==> config.mk <==
export PLATFORM = sky130hd
export DESIGN_NAME = pim_weight_loader
export DESIGN_NICKNAME = d
export VERILOG_FILES = /design/src/rtl/pim_weight_loader_pkg.sv /design/src/rtl/pim_weight_loader_packer.sv /design/src/rtl/pim_weight_loader.sv
export SDC_FILE = /design/constraint.sdc
export NUM_CORES = 1
export LEC_CHECK = 0
export ABC_AREA = 1
export BUFFER_PORTS_ARGS = -buffer_cell sky130_fd_sc_hd__buf_2
export CAP_MARGIN = 20
export CORE_MARGIN = 1.5
export CORE_UTILIZATION = 55
export CTS_CLUSTER_DIAMETER = 200
export DETAILED_ROUTE_END_ITERATION = 16
export GPL_TIMING_DRIVEN = 0
export PLACE_DENSITY = 0.79
export SYNTH_ARGS = -nofsm -noshare
export SYNTH_HDL_FRONTEND = slang
export SYNTH_SLANG_ARGS = --single-unit
export TNS_END_PERCENT = 20
==> constraint.sdc <==
create_clock -name clk -period 3.3 [get_ports clk]
set_clock_uncertainty 0.15 [all_clocks]
set_input_delay 0.66 -clock clk [delete_from_list [all_inputs] [get_ports clk]]
set_output_delay 0.66 -clock clk [all_outputs]
set_load 0.05 [all_outputs]
==> src/rtl/pim_weight_loader_pkg.sv <==
// Shared sizes, FSM states and slice selects for the PIM weight loader.
// Imported by the loader top and its slice packer.
package pim_weight_loader_pkg;

  localparam int KSIZE  = 25;
  localparam int WBITS  = 6;
  localparam int SLICE  = 3;
  localparam int ADDR_W = 5;
  localparam int IDX_W  = 5;
  localparam int CNT_W  = ADDR_W + 1;
  localparam int ROW_W  = KSIZE * SLICE;

  localparam logic [IDX_W-1:0] LAST_IDX = IDX_W'(KSIZE - 1);

  localparam logic SLICE_HI = 1'b0;
  localparam logic SLICE_LO = 1'b1;

  typedef enum logic [1:0] {
    ST_IDLE,
    ST_COLLECT,
    ST_WR_HI,
    ST_WR_LO
  } state_e;

endpackage

==> src/rtl/pim_weight_loader_packer.sv <==
// Splits 25 six-bit weights into packed high and low 3-bit slice rows.
// Ports: wts (weight slots) in; hi_row, lo_row out, weight 0 in the MSBs.
module pim_slice_packer
  import pim_weight_loader_pkg::*;
(
  input  logic [WBITS-1:0] wts [KSIZE],
  output logic [ROW_W-1:0] hi_row,
  output logic [ROW_W-1:0] lo_row
);

  always_comb begin
    hi_row = '0;
    lo_row = '0;
    for (int k = 0; k < KSIZE; k++) begin
      hi_row[ROW_W-1-SLICE*k -: SLICE] = wts[k][WBITS-1:SLICE];
      lo_row[ROW_W-1-SLICE*k -: SLICE] = wts[k][SLICE-1:0];
    end
  end

endmodule

==> src/rtl/pim_weight_loader.sv <==
// Collects 25-weight kernels and writes hi/lo slice rows into the crossbar.
// Ports: cfg_* session setup, w_* weight stream, pim_wr_* write port, status.
module pim_weight_loader
  import pim_weight_loader_pkg::*;
(
  input  logic              clk,
  input  logic              rst_n,
  input  logic              cfg_start,
  input  logic [ADDR_W-1:0] cfg_base_addr,
  input  logic [CNT_W-1:0]  cfg_num_kernels,
  input  logic              w_valid,
  output logic              w_ready,
  input  logic [WBITS-1:0]  w_data,
  input  logic              w_last,
  output logic              pim_wr_en,
  output logic              pim_wr_slice,
  output logic [ADDR_W-1:0] pim_wr_addr,
  output logic [ROW_W-1:0]  pim_wr_row,
  input  logic              pim_wr_ack,
  output logic              busy,
  output logic              done,
  output logic              err_last
);

  state_e            state_q, state_d;
  logic [IDX_W-1:0]  idx_q, idx_d;
  logic [CNT_W-1:0]  rem_q, rem_d;
  logic [ADDR_W-1:0] addr_q, addr_d;
  logic [WBITS-1:0]  wts_q [KSIZE];
  logic [WBITS-1:0]  wts_d [KSIZE];
  logic              w_ready_q, w_ready_d;
  logic              wr_en_q, wr_en_d;
  logic              slice_q, slice_d;
  logic [ROW_W-1:0]  row_q, row_d;
  logic              busy_q, busy_d;
  logic              done_q, done_d;
  logic              err_q, err_d;
  logic [ROW_W-1:0]  hi_row, lo_row;
  logic              accept;

  // Packs the next-state slots so the 25th beat lands in the hi row
  // on the same edge it is accepted.
  pim_slice_packer u_packer (
    .wts    (wts_d),
    .hi_row (hi_row),
    .lo_row (lo_row)
  );

  assign accept = (state_q == ST_COLLECT) && w_valid && w_ready_q;

  always_comb begin
    state_d   = state_q;
    idx_d     = idx_q;
    rem_d     = rem_q;
    addr_d    = addr_q;
    wts_d     = wts_q;
    w_ready_d = w_ready_q;
    wr_en_d   = wr_en_q;
    slice_d   = slice_q;
    row_d     = row_q;
    busy_d    = busy_q;
    done_d    = 1'b0;
    err_d     = err_q;
    unique case (state_q)
      ST_IDLE: begin
        if (cfg_start) begin
          if (cfg_num_kernels != '0) begin
            state_d   = ST_COLLECT;
            addr_d    = cfg_base_addr;
            rem_d     = cfg_num_kernels;
            idx_d     = '0;
            err_d     = 1'b0;
            w_ready_d = 1'b1;
            busy_d    = 1'b1;
          end else begin
            done_d = 1'b1;
          end
        end
      end
      ST_COLLECT: begin
        if (accept) begin
          wts_d[idx_q] = w_data;
          if (w_last != (idx_q == LAST_IDX)) begin
            err_d = 1'b1;
          end
          if (idx_q == LAST_IDX) begin
            idx_d     = '0;
            state_d   = ST_WR_HI;
            w_ready_d = 1'b0;
            wr_en_d   = 1'b1;
            slice_d   = SLICE_HI;
            row_d     = hi_row;
          end else begin
            idx_d = idx_q + 1'b1;
          end
        end
      end
      ST_WR_HI: begin
        if (pim_wr_ack) begin
          state_d = ST_WR_LO;
          slice_d = SLICE_LO;
          row_d   = lo_row;
        end
      end
      ST_WR_LO: begin
        if (pim_wr_ack) begin
          rem_d   = rem_q - 1'b1;
          addr_d  = addr_q + 1'b1;
          wr_en_d = 1'b0;
          if (rem_q == CNT_W'(1)) begin
            state_d = ST_IDLE;
            busy_d  = 1'b0;
            done_d  = 1'b1;
          end else begin
            state_d   = ST_COLLECT;
            w_ready_d = 1'b1;
          end
        end
      end
      default: state_d = ST_IDLE;
    endcase
  end

  always_ff @(posedge clk) begin
    if (!rst_n) begin
      state_q   <= ST_IDLE;
      idx_q     <= '0;
      rem_q     <= '0;
      addr_q    <= '0;
      w_ready_q <= 1'b0;
      wr_en_q   <= 1'b0;
      slice_q   <= SLICE_HI;
      row_q     <= '0;
      busy_q    <= 1'b0;
      done_q    <= 1'b0;
      err_q     <= 1'b0;
      for (int k = 0; k < KSIZE; k++) begin
        wts_q[k] <= '0;
      end
    end else begin
      state_q   <= state_d;
      idx_q     <= idx_d;
      rem_q     <= rem_d;
      addr_q    <= addr_d;
      w_ready_q <= w_ready_d;
      wr_en_q   <= wr_en_d;
      slice_q   <= slice_d;
      row_q     <= row_d;
      busy_q    <= busy_d;
      done_q    <= done_d;
      err_q     <= err_d;
      for (int k = 0; k < KSIZE; k++) begin
        wts_q[k] <= wts_d[k];
      end
    end
  end

  assign w_ready      = w_ready_q;
  assign pim_wr_en    = wr_en_q;
  assign pim_wr_slice = slice_q;
  assign pim_wr_addr  = addr_q;
  assign pim_wr_row   = row_q;
  assign busy         = busy_q;
  assign done         = done_q;
  assign err_last     = err_q;

endmodule

[Word-level counts from Yosys, hierarchy flattened]
Cells that the tools add are included.
Operators by class
  bitwise operators: 1
  add/sub/neg operators: 3
  reductions and logical operators: 18
  equality and inequality tests: 15
  order comparisons: 2
  multiplexer cells: 56
Operator list (number)
  $mux 150: 2
  $mux 75: 3
  $bwmux 150: 1
  $pmux 75 s2: 1
  $mux 5: 7
  $demux 6 s5: 1
  $mux 6: 4
  $mux 1: 21
  $pmux 5 s2: 2
  $reduce_and 4->1: 4
  $ne 2x2->1 const B: 7
  $mux 2: 6
  $pmux 6 s2: 1
  $add 5x1->5 const B: 2
  $pmux 1 s2: 5
  $reduce_and 5->1: 2
  $pmux 2 s4: 1
  $reduce_bool 2->1: 4
  $reduce_and 7->1: 1
  $eq 6x1->1 const B: 1
  $ge 6x6->1 const B: 1
  $lt 6x1->1 const B: 1
  $not 5->6: 1
  $reduce_and 6->1: 1
  11 further kinds: 15
Storage, ports and cells
  input port bits: 23
  bits in registers: 249
  word-level logic and storage cells: 131

[Logic depth before layout (Yosys ltp)]
  depth in word-level cells: 11
  mapped depth: 13
  gate-level depth less buffers: 11

[By module]
Synthesis repeated with hierarchy kept, for this count alone.
Unflattened totals
  cell total of the unflattened synthesis: 1964
  area total of the unflattened synthesis: 12811.0 sq um
Modules (own cells, without submodules)
  pim_weight_loader: area an instance 11685.0 sq um, cells an instance 1814, times used 1
  pim_slice_packer: area an instance 1126.1 sq um, cells an instance 150, times used 1

[Least setup slack after synthesis]
No wires, ideal clock.
  path kind: register to register
  start point: register state_q[1]
  end point: register row_q[53] (netlist: pim_wr_row[53])
  cell stages (with the launch flop): 14
  data arrival time: 1.737 ns
  path buffers: 3
  slack: 1.304 ns
  required time: 3.041 ns
  cells stage by stage: dfxtp_1 > inv_1 > ha_1 > buf_4 > inv_2 > a21oi_2 > nor2_2 > nand2_2 > nor2_4 > buf_6 > buf_6 > nand3_1 > nand2_1 > inv_1
On the way
  cells in the longest elaborated chain, start to end: 8
Ends and longest elaborated chain
  start: declaration: RTL line pim_weight_loader.sv:25  | state_e state_q, state_d;
  start signal: assignment: RTL line pim_weight_loader.sv:141  | state_q <= state_d;
  $eq 2x1->1: RTL line pim_weight_loader.sv:49, pim_weight_loader.sv:64
  $logic_and 1x1->1 (2 in a row): RTL line pim_weight_loader.sv:49  | assign accept = (state_q == ST_COLLECT) && w_valid && w_ready_q;
  $mux 150: RTL line pim_weight_loader.sv:81  | if (accept) begin
  $mux 150: RTL line pim_weight_loader.sv:64  | unique case (state_q)
  $mux 75: RTL line pim_weight_loader.sv:86  | if (idx_q == LAST_IDX) begin
  $mux 75: RTL line pim_weight_loader.sv:81
  $pmux 75 s2: RTL line pim_weight_loader.sv:64
  end signal: assignment: RTL line pim_weight_loader.sv:148  | row_q <= row_d;
  end: declaration: RTL line pim_weight_loader.sv:34  | logic [ROW_W-1:0] row_q, row_d;
Parallel ways exist; a longest one is shown, timed or not. The select of a mux whose other input is x is not followed.
A chain may end at the register's enable or synchronous reset.

[Worst setup path in the final report]
  start point: register state_q[0]
  end point: register row_q[42] (netlist: pim_wr_row[42])
Same word-level chain as after synthesis.

==> results.toml <==
[synthesis]
synth_top_area_cell = "dfxtp_1"
ys_types = 33
synthFlopType = "dfxtp_1"
yosysSeqAreaShare = 0.424
synth_edf_count = 0
synth.top_cell.area_share = 0.424
synthArstFlopShare = 0
yosys-top-cells-count = "451 x nand2_1, 332 x nand3_1, 249 x dfxtp_1"
mappedNetlistArea_um2 = 11800
synthCells = 1776
synth_nets = 1811
ys_seq_elements = 249
synth.most_common_cell = "nand2_1"
synthTopCellsByArea = "dfxtp_1 42%, nand2_1 14%, nand3_1 14%"
yosysWarnings = 0
syn_area_per_cell_um2 = 6.63

[power_and_ir_drop]
p_seq_frac = 0.330
cellLeakagePower_nw = 6.35
power_density_nw_per_um2 = 814
p_sw_mw = 4.56
combPwrFrac = 0.367
swShare = 0.411
power_frac_clock = 0.304
cellInternalPower_mw = 6.54
total_power_mw = 11.1
vdd_drop_max_uv = 711

[route]
vias_per_cell = 5.49
final_antenna_net_count = 0
highest_layer = "met4"
met1Wirelength_mm = 14.7
wl_met3_mm = 3.59
routed-via-count = 12100
first_iter_violations = 1202
first_pass_iters = 6
drcViolationCount = 0
drt_wl_total_mm = 35.9
wl_per_cell_um = 16.3
wl_met2_mm = 15.6

[critical_path]
crit_path_top_delay_cell = "clkbuf_1"
reg2regPathDepth = 10
required_ns = 3.64
start_kind = "flop"
r2r_end = "pim_wr_row[42]"
cp_cell_sequence = "inv_1, ha_1, clkbuf_1, inv_1, clkbuf_1, clkbuf_1, nand3_1, nand3_1, nand2_1, inv_1"
crit_end = "pim_wr_row[42]"
arrival_ns = 3.18
crit_type = "flop to flop"
critPathLaunch = "state_q[0]"
worst-r2r-setup-slack_ns = 0.46
max_stage_delay_ns = 0.60
cp_top_family = "buffers and inverters"
crit_path_end_kind = "flop"
critPathBufInv = 6
cp.depth = 10
crit_fanout = 10
r2r-start = "state_q[0]"

[placed_design]
placement.io_buffers = 106
dpl.cell_count = 2157
place_congestion = 0.914
hpwl_mm = 24.3
dp_slack_ns = 0.574
placed_area_um2 = 12600

[cts]
clock_latency_ns = 0.54
ctsResizeCount = 0
postCtsSetupRepairBufs = 0
postCtsHoldBufs = 0
cts.reportedPaths.clkPinSlew_ns = 0.06
htreeDepth = 1
cts_buffers = 26
cts_root_buffer = "clkbuf_16"
cts_sinks = 249
cts_tree = "done"
cts.path.max_buffers = 3

[hold_path]
hold_class = "primary input to flop"

[layout]
fillers = 1905
fin_nets = 1945
fin_cells = 2205
diodes = 0
post_route_cells_drive_above_1_share = 0.123
areaGrowthSynthToFinish_pct = 15.9
fin_util = 0.649
finalInstanceArea_um2 = 13600

[timing]
layout_setup_ws_ns = 0.459
grt_setup_unrepaired = "false"
hold_viol = 0
slew_violations = 0
post-route-min-period_ns = 2.84
tightest_slew_ns = 0.897
fmax_ghz = 0.352
slew-limit-headroom = 0.402
fin_crit_sh = 0.861
hold_slack_ns = 0.308
setup_tns_ns = 0
setup_violations = 0

[die]
die_h_um = 149
die_w_um = 149
rows = 53
start_util = 0.560
core_um2 = 21000
dieArea_um2 = 22300
ios = 109

[global_routing]
grt_pass1_vias = 11200
antenna_found_initial = 0
grt.total_usage = 0.324
grt_pass1_wl_mm = 57.0
grt_overflow = 0
grt_max_degree = 15

[run]
maxCapViolCount = 0

[run_status]
run_status = "complete, no violations"
[tightest hold or removal path, stage by stage]
cell and delay [ns]:
buf_2 0.07, nand2_1 0.04, o21ai_0 0.07, nor2_1 0.04
nor2_1 0.07
[per-layer routing]
| layer | vias up | global-route usage |
|---|---|---|
| li1 | 5843 | - |
| met5 | - | 0 |
| met3 | 144 | 0.0492 |
| met2 | 622 | 0.518 |
| met4 | 0 | 0.167 |
| met1 | 5498 | 0.423 |
[registers in the layout, indices dropped and copies added, names as in the netlist]
signal	flops
state_q	2
idx_q	5
done	1
rem_q	6
err_last	1
busy	1
wts_q	150
pim_wr_en	1
pim_wr_addr	5
pim_wr_slice	1
w_ready	1
pim_wr_row	75
[cell usage in the layout (no fill, tap or decap), drive strengths merged, types with 2 or more instances in the layout]
cell type and n:
a21oi 121, buf 160, bufinv 5, clkbuf 89
clkinv 8, clkinvlp 3, dfxtp 249, ha 12
inv 245, nand2 458, nand3 333, nand4 4
nor2 177, nor3 3, o21ai 50, o21bai 2
or2 3, xor2 3
[logic make-up (layout without fill, tap and decap cells)]
kind of cell	after synthesis	count (layout)	share of synthesized area
buffers and inverters	356	510	0.123
XOR/XNOR	4	4	0.00298
AO/OA/AOI/OAI	176	176	0.0761
flip-flops	249	249	0.424
adder cells (fa/ha/maj)	12	12	0.0128
AND/OR/NAND/NOR	979	979	0.361
[power by group through the flow]
stage	combinational, mW	clock, mW	sequential (mW)
final	4.07	3.37	3.66
after global routing	4.37	3.52	3.72
after CTS	4.03	3.37	3.66
after detailed placement	4.00	0	3.71
after global placement	3.95	0	3.71
after floorplan	1.76	0	4.91
[worst min path at each step]
stage | cells after the start | startpoint | end
after global routing | 5 | cfg_base_addr[3] | pim_wr_addr[3]
after global placement | 2 | err_last | err_last
after detailed placement | 2 | err_last | err_last
after CTS | 5 | cfg_base_addr[3] | pim_wr_addr[3]
after floorplan | 2 | wts_q[12] | wts_q[12]
final | 5 | cfg_base_addr[3] | pim_wr_addr[3]
[cell type report]
cell class | count | area [µm²] | share of cell area
sequential | 249 | 4980 | 0.365
tap | 275 | 344 | 0.0252
inverter | 251 | 948 | 0.0695
buffer | 105 | 503 | 0.0369
multi-input combinational | 1171 | 5330 | 0.391
clock inverter | 10 | 183 | 0.0134
timing repair buffer | 106 | 531 | 0.0389
clock buffer | 38 | 817 | 0.0599
No activity file was read; power rests on OpenSTA's default activity.
